[src/rtl/vga_pixel_pipe_if.sv]
// Framebuffer read port between the pixel pipe (master) and the shared memory (slave).
interface vga_pixel_pipe_if;
  logic [31:0] mem_addr;
  logic        mem_rd;
  logic [31:0] mem_data;

  modport master (output mem_addr, output mem_rd, input mem_data);
  modport slave  (input mem_addr, input mem_rd, output mem_data);
endinterface

[src/rtl/vga_pixel_pipe.sv]
// VGA pixel pipe: fetches framebuffer words, extracts rrggbb pixels and realigns syncs to
// the memory latency; keeps per-frame fetch statistics.
module vga_pixel_pipe #(
  parameter int unsigned VGA_BITS = 4,
  parameter int unsigned RD_LAT   = 1,
  parameter logic [31:0] FB_BASE  = 32'h200
) (
  input  logic                clk,
  input  logic                reset,
  input  logic                hs_in,
  input  logic                vs_in,
  input  logic                da_in,
  input  logic [31:0]         vaddr_in,
  vga_pixel_pipe_if.master    mem,
  output logic [VGA_BITS-1:0] VGA_R,
  output logic [VGA_BITS-1:0] VGA_G,
  output logic [VGA_BITS-1:0] VGA_B,
  output logic                VGA_HS,
  output logic                VGA_VS,
  output logic [15:0]         frame_cnt,
  output logic [15:0]         fetch_cnt
);

  typedef struct packed {
    logic       hs;
    logic       vs;
    logic       da;
    logic       fresh;
    logic [1:0] bsel;
  } stage_t;

  localparam stage_t StageIdle = '{hs: 1'b1, vs: 1'b1, da: 1'b0, fresh: 1'b0, bsel: 2'b00};

  function automatic logic [VGA_BITS-1:0] expand(input logic [1:0] f);
    logic [VGA_BITS-1:0] v;
    for (int i = 0; i < VGA_BITS; i++) v[VGA_BITS-1-i] = f[~i[0]];
    return v;
  endfunction

  stage_t      s0_q;
  stage_t      pipe_q [RD_LAT];
  stage_t      ds;
  logic [31:0] mem_addr_q;
  logic [29:0] last_w_q;
  logic [29:0] word;
  logic        fresh;
  logic [31:0] held_word_q;
  logic [31:0] word_sel;
  logic [5:0]  pix;
  logic [15:0] run_q;
  logic [15:0] run_inc;
  logic        frame_end;

  assign word         = vaddr_in[31:2];
  // A line start (da rising) always refetches, even if the word matches the last one.
  assign fresh        = da_in & ((word != last_w_q) | ~s0_q.da);
  assign mem.mem_rd   = s0_q.fresh;
  assign mem.mem_addr = mem_addr_q;

  always_ff @(posedge clk) begin
    if (reset) begin
      s0_q       <= StageIdle;
      mem_addr_q <= FB_BASE;
      last_w_q   <= '0;
    end else begin
      s0_q <= '{hs: hs_in, vs: vs_in, da: da_in, fresh: fresh, bsel: vaddr_in[1:0]};
      if (da_in) mem_addr_q <= FB_BASE + {word, 2'b00};
      if (fresh) last_w_q <= word;
    end
  end

  always_ff @(posedge clk) begin
    if (reset) begin
      for (int i = 0; i < RD_LAT; i++) pipe_q[i] <= StageIdle;
    end else begin
      for (int i = RD_LAT - 1; i > 0; i--) pipe_q[i] <= pipe_q[i-1];
      pipe_q[0] <= s0_q;
    end
  end

  assign ds = pipe_q[RD_LAT-1];

  always_comb begin
    word_sel = ds.fresh ? mem.mem_data : held_word_q;
    pix      = '0;
    unique case (ds.bsel)
      2'd0: pix = word_sel[5:0];
      2'd1: pix = word_sel[13:8];
      2'd2: pix = word_sel[21:16];
      2'd3: pix = word_sel[29:24];
      default: pix = '0;
    endcase
  end

  // Frame ends when the registered VGA_VS is about to fall.
  assign frame_end = VGA_VS & ~ds.vs;
  assign run_inc   = (run_q == 16'hFFFF) ? run_q : run_q + {15'd0, mem.mem_rd};

  always_ff @(posedge clk) begin
    if (reset) begin
      held_word_q <= '0;
      VGA_R       <= '0;
      VGA_G       <= '0;
      VGA_B       <= '0;
      VGA_HS      <= 1'b1;
      VGA_VS      <= 1'b1;
      frame_cnt   <= '0;
      fetch_cnt   <= '0;
      run_q       <= '0;
    end else begin
      if (ds.fresh) held_word_q <= mem.mem_data;
      VGA_R  <= ds.da ? expand(pix[5:4]) : '0;
      VGA_G  <= ds.da ? expand(pix[3:2]) : '0;
      VGA_B  <= ds.da ? expand(pix[1:0]) : '0;
      VGA_HS <= ds.hs;
      VGA_VS <= ds.vs;
      if (frame_end) begin
        frame_cnt <= frame_cnt + 16'd1;
        fetch_cnt <= run_inc;
        run_q     <= {15'd0, mem.mem_rd};
      end else begin
        run_q <= run_inc;
      end
    end
  end

endmodule

[src/flat_wrapper.sv]
// flat-port wrapper written by rule: the top's interface ports become plain ports
module vga_pixel_pipe_flat 
#(
  parameter int unsigned VGA_BITS = 4,
  parameter int unsigned RD_LAT   = 1,
  parameter logic [31:0] FB_BASE  = 32'h200
)
  (clk, reset, hs_in, vs_in, da_in, vaddr_in, VGA_R, VGA_G, VGA_B, VGA_HS, VGA_VS, frame_cnt, fetch_cnt, mem_mem_addr, mem_mem_rd, mem_mem_data);
  vga_pixel_pipe_if mem_i ();
  input  logic clk;
  input  logic reset;
  input  logic hs_in;
  input  logic vs_in;
  input  logic da_in;
  input  logic [31:0] vaddr_in;
  output logic [VGA_BITS-1:0] VGA_R;
  output logic [VGA_BITS-1:0] VGA_G;
  output logic [VGA_BITS-1:0] VGA_B;
  output logic VGA_HS;
  output logic VGA_VS;
  output logic [15:0] frame_cnt;
  output logic [15:0] fetch_cnt;
  output wire logic [$bits(mem_i.mem_addr)-1:0] mem_mem_addr;
  output wire logic [$bits(mem_i.mem_rd)-1:0] mem_mem_rd;
  input wire logic [$bits(mem_i.mem_data)-1:0] mem_mem_data;
  assign mem_mem_addr = mem_i.mem_addr;
  assign mem_mem_rd = mem_i.mem_rd;
  assign mem_i.mem_data = mem_mem_data;
  vga_pixel_pipe #(.VGA_BITS(VGA_BITS), .RD_LAT(RD_LAT), .FB_BASE(FB_BASE)) u_core (.clk(clk), .reset(reset), .hs_in(hs_in), .vs_in(vs_in), .da_in(da_in), .vaddr_in(vaddr_in), .mem(mem_i), .VGA_R(VGA_R), .VGA_G(VGA_G), .VGA_B(VGA_B), .VGA_HS(VGA_HS), .VGA_VS(VGA_VS), .frame_cnt(frame_cnt), .fetch_cnt(fetch_cnt));
endmodule
[config.mk]
export PLATFORM = sky130hd
export DESIGN_NAME = vga_pixel_pipe_flat
export DESIGN_NICKNAME = d
export VERILOG_FILES = /design/src/rtl/vga_pixel_pipe_if.sv /design/src/rtl/vga_pixel_pipe.sv /design/src/flat_wrapper.sv
export SDC_FILE = /design/constraint.sdc
export NUM_CORES = 1
export LEC_CHECK = 0
export CAP_MARGIN = 20
export CORE_AREA = 5 5 94 183
export DETAILED_ROUTE_END_ITERATION = 12
export DIE_AREA = 0 0 99 188
export GPL_TIMING_DRIVEN = 0
export PLACE_DENSITY = 0.71
export REMOVE_ABC_BUFFERS = 1
export SKIP_CTS_REPAIR_TIMING = 1
export SLEW_MARGIN = 20
export SYNTH_ARGS = -nofsm -noshare
export SYNTH_HDL_FRONTEND = slang
export SYNTH_SLANG_ARGS = --single-unit
[constraint.sdc]
create_clock -name clk -period 2.3 [get_ports clk]
set_input_delay 0.46 -clock clk [delete_from_list [all_inputs] [get_ports clk]]
set_output_delay 0.46 -clock clk [all_outputs]
set_load 0.02 [all_outputs]
==> summary.txt, run 1 <==
CLOCKING
------------------------------------------------------------------------------------
Number of buffers created by CTS                                                  17
Clock insertion delay at the later pin of the skew report                     410 ps
CTS tree                                                                        done
CTS root buf                                                            sky130_fd_sc_hd__clkbuf_16
Buffers from clock root to sink, at most                                           2
Clock H-tree levels                                                                4
Clock-pin slew on the worst setup and hold paths                               60 ps
Total number of clock tree sinks                                                 152

YOSYS
------------------------------------------------------------------------------------
Most common cell in the netlist                                         sky130_fd_sc_hd__dfxtp_1
Most instantiated cells after synthesis                                 152 x sky130_fd_sc_hd__dfxtp_1, 110 x sky130_fd_sc_hd__nor2_1, 68 x sky130_fd_sc_hd__mux2i_1
Cell types with the largest area share after synthesis                  sky130_fd_sc_hd__dfxtp_1 44%, sky130_fd_sc_hd__mux2i_1 9.9%, sky130_fd_sc_hd__xnor2_1 7.0%
Yosys warning count                                                                0
Dominant synthesized flop cell                                          sky130_fd_sc_hd__dfxtp_1
EDFF count, synth                                                                  0
Share of flip-flops with an asynchronous set or reset after synthesis             0%
Flop and latch count out of synthesis                                            152
Sequential cell area fraction in the yosys report                             44.30%
Count of different cell masters after synthesis                                   43
Synth top area share                                                          44.30%
Dominant cell type by area after synthesis                              sky130_fd_sc_hd__dfxtp_1
Post-synth design cell area                                               6869 sq um
Post-synthesis cell count                                                        713
Mean instance size in the synthesized netlist                            9.634 sq um

FINISH
------------------------------------------------------------------------------------
Post-route design area                                                    9030 sq um
Fillers                                                                         1383
Final Non-Filler Cells                                                          1037
Nets@finish                                                                      895
Synthesis-to-finish area growth                                               31.46%
Fraction of final layout cells with drive strength greater than 1             8.144%

PLACED DESIGN
------------------------------------------------------------------------------------
Number of input and output port buffers inserted                                 137
Routability Congestion                                                        0.7832
Placed cell areas                                                         8356 sq um
Post-detailed-placement half-perimeter wirelength                           11420 um
Post-placement cell count                                                       1004

CRITICAL PATH
------------------------------------------------------------------------------------
CP Data Required Time                                                        2620 ps
CP Max Fanout                                                                      6
Critical Path End Type                                                      register
Startpoint class of the critical path                                      input pin
Worst path arrival time                                                      2550 ps
Worst setup path class                                                     in -> reg

STA
------------------------------------------------------------------------------------
Fin crit period                                                              2233 ps
Smallest hold slack                                                         407.7 ps
Slew Limit Fails                                                                   0
Count of final hold-check violations                                               0
Unrepaired setup endpoints after global routing                                false
Post-route clock skew                                                       7.551 ps
Normalized max-slew margin                                                    52.49%
Fmax achieved                                                             0.4478 GHz
Sum of negative setup slack                                                     0 ps
Number of setup violations in the final report                                     0
Transition at the pin with the smallest max-transition slack                710.9 ps
Ratio of final minimum period to clock period                                 97.09%

DETAILED ROUTING
------------------------------------------------------------------------------------
Average detailed-routed wire length per instance                            15.06 um
Total wire length after detailed routing                                    15620 um
Residual antenna-violating net count after detailed routing                        0
Number of remaining DRC errors                                                     0
First-pass iteration count of the detailed router                                  4
Via count normalized by instance count                                         5.036
First DRT Iteration DRCs                                                         124
Via Count                                                                       5222

GRT
------------------------------------------------------------------------------------
Antenna violations before repair                                                   1
Overflow left after global routing                                                 0
Maximum number of pins on one net before global-route repair                      97
Via count of the first global-routing pass                                      5283
GRT Resource Usage Total                                                      17.49%
Global-route wire length before repair                                      26010 um

RUN STATUS
------------------------------------------------------------------------------------
Status                                                                  complete, no violations

WORST HOLD PATH
------------------------------------------------------------------------------------
Worst min-delay path class                                                reg -> reg

DIE
------------------------------------------------------------------------------------
Die boundary height                                                           188 um
Number of top-level pins                                                         148
Standard cell core area                                                  15700 sq um
DIE AREA                                                                 18610 sq um
Die Span X                                                                     99 um
Row Count                                                                         65
Starting density of the core                                                  43.76%

POWER AND IR DROP
------------------------------------------------------------------------------------
Power density over the cells                                            708.6 nW/um^2
Leakage power figure                                                     0.003275 uW
Maximum VDD drop                                                           0.4408 mV

RUN
------------------------------------------------------------------------------------
Maximum Capacitance Violations                                                     0

==> cell families after synthesis <==
family          Yosys count  share of synthesized area (%)
xor+xnor                 73                          9.308
mux                      80                          13.84
buf+inv                  59                          4.153
flops                   152                          44.30
compound gates           59                          6.193
simple gates            285                          21.42
fa+ha+maj                 4                         0.7286
other cells               1                        0.05459
==> critical path, stage by stage <==
cell and delay [ps]:
sky130_fd_sc_hd__clkdlybuf4s50_1 580, sky130_fd_sc_hd__and4_1 300, sky130_fd_sc_hd__nand4_2 190, sky130_fd_sc_hd__or3_4 450, sky130_fd_sc_hd__or3_1 310, sky130_fd_sc_hd__a311oi_1 250
==> metal layers <==
| layer | global-route usage (%) | up-vias | routed length [um] |
|---|---|---|---|
| li1 | - | 2659 | - |
| met3 | 4.133 | 9 | 530 |
| met5 | 0 | - | 0 |
| met1 | 18.54 | 2461 | 6098 |
| met4 | 7.312 | 0 | 222 |
| met2 | 32.28 | 93 | 8764 |
==> registers in the layout, indices dropped and copies added, names as in the netlist <==
register / count
u_core.frame_cnt: 16
u_core.pipe_q: 6
u_core.run_q: 16
u_core.VGA_G: 2
u_core.VGA_B: 2
u_core.mem.mem_rd: 1
u_core.held_word_q: 24
u_core.fetch_cnt: 16
u_core.mem.mem_addr: 30
u_core.VGA_HS: 1
u_core.last_w_q: 30
u_core.VGA_VS: 1
u_core.s0_q: 5
u_core.VGA_R: 2
==> power by group <==
part	internal [uW]	switching, uW	leakage [uW]	total (uW)
clock network	1770	1080	0.000275	2850
logic	380	347	0.00175	727
registers	2750	73.4	0.00124	2820
==> stage by stage <==
step / power, uW / worst slack, ps / utilization, %
floorplan: 3227 / -879.5 / -
CTS: 6490 / -356.9 / 57.11
detailed placement: 3608 / -804.0 / 53.23
global placement: 3604 / -3594 / 52.48
global route: 6692 / 0.004219 / 57.53
finish: 6399 / 66.99 / 57.53
==> path summary, 6_finish.rpt <==
path / cells past startpoint / slack, ps / from / to
max: 6 / 70 / vaddr_in[17] / u_core.mem.mem_addr[28]$_SDFFE_PP0P_
max reg2reg: 7 / 340 / u_core.mem.mem_rd$_SDFF_PP0_ / u_core.fetch_cnt[8]$_SDFFE_PP0P_
min reg2reg: 1 / 410 / u_core.s0_q[4]$_SDFF_PP1_ / u_core.pipe_q[0][4]$_SDFF_PP1_
min: 1 / 410 / u_core.s0_q[4]$_SDFF_PP1_ / u_core.pipe_q[0][4]$_SDFF_PP1_
==> layout by cell type (no fill, tap or decap), types with 7 or more instances in the layout <==
cell type	synthesis	layout
sky130_fd_sc_hd__o21ai_0	8	8
sky130_fd_sc_hd__dlymetal6s2s_1	0	10
sky130_fd_sc_hd__mux2i_1	68	68
sky130_fd_sc_hd__mux4_2	12	12
sky130_fd_sc_hd__xnor2_1	55	55
sky130_fd_sc_hd__nor3_1	11	11
sky130_fd_sc_hd__clkdlybuf4s50_1	0	125
sky130_fd_sc_hd__nor2_1	110	110
sky130_fd_sc_hd__nand4_1	16	16
sky130_fd_sc_hd__nand2b_1	65	65
sky130_fd_sc_hd__xor2_1	18	18
sky130_fd_sc_hd__nand2_1	19	19
sky130_fd_sc_hd__inv_1	7	7
sky130_fd_sc_hd__a211oi_1	32	32
sky130_fd_sc_hd__or2_2	7	7
sky130_fd_sc_hd__clkbuf_16	0	17
sky130_fd_sc_hd__dfxtp_1	152	151
sky130_fd_sc_hd__nand3_1	18	17
==> final cells by class <==
cell class | count | area (sq um) | share of cell area, %
Tap cell | 201 | 251.5 | 2.785
Clock inverter | 10 | 143.9 | 1.593
Antenna cell | 1 | 2.502 | 0.02771
Inverter | 7 | 26.28 | 0.2910
Clock buffer | 22 | 464.2 | 5.141
Multi-Input combinational cell | 503 | 3602 | 39.89
Sequential cell | 152 | 3044 | 33.71
Timing Repair Buffer | 141 | 1495 | 16.56
Power figures use the tool's default switching activity.
==> run 2: changes to the inputs <==
- ABC_CLOCK_PERIOD_IN_PS: unset -> 2300
==> results of run 2 <==
Final layout, timing and power as in run 1 (identical DEF).
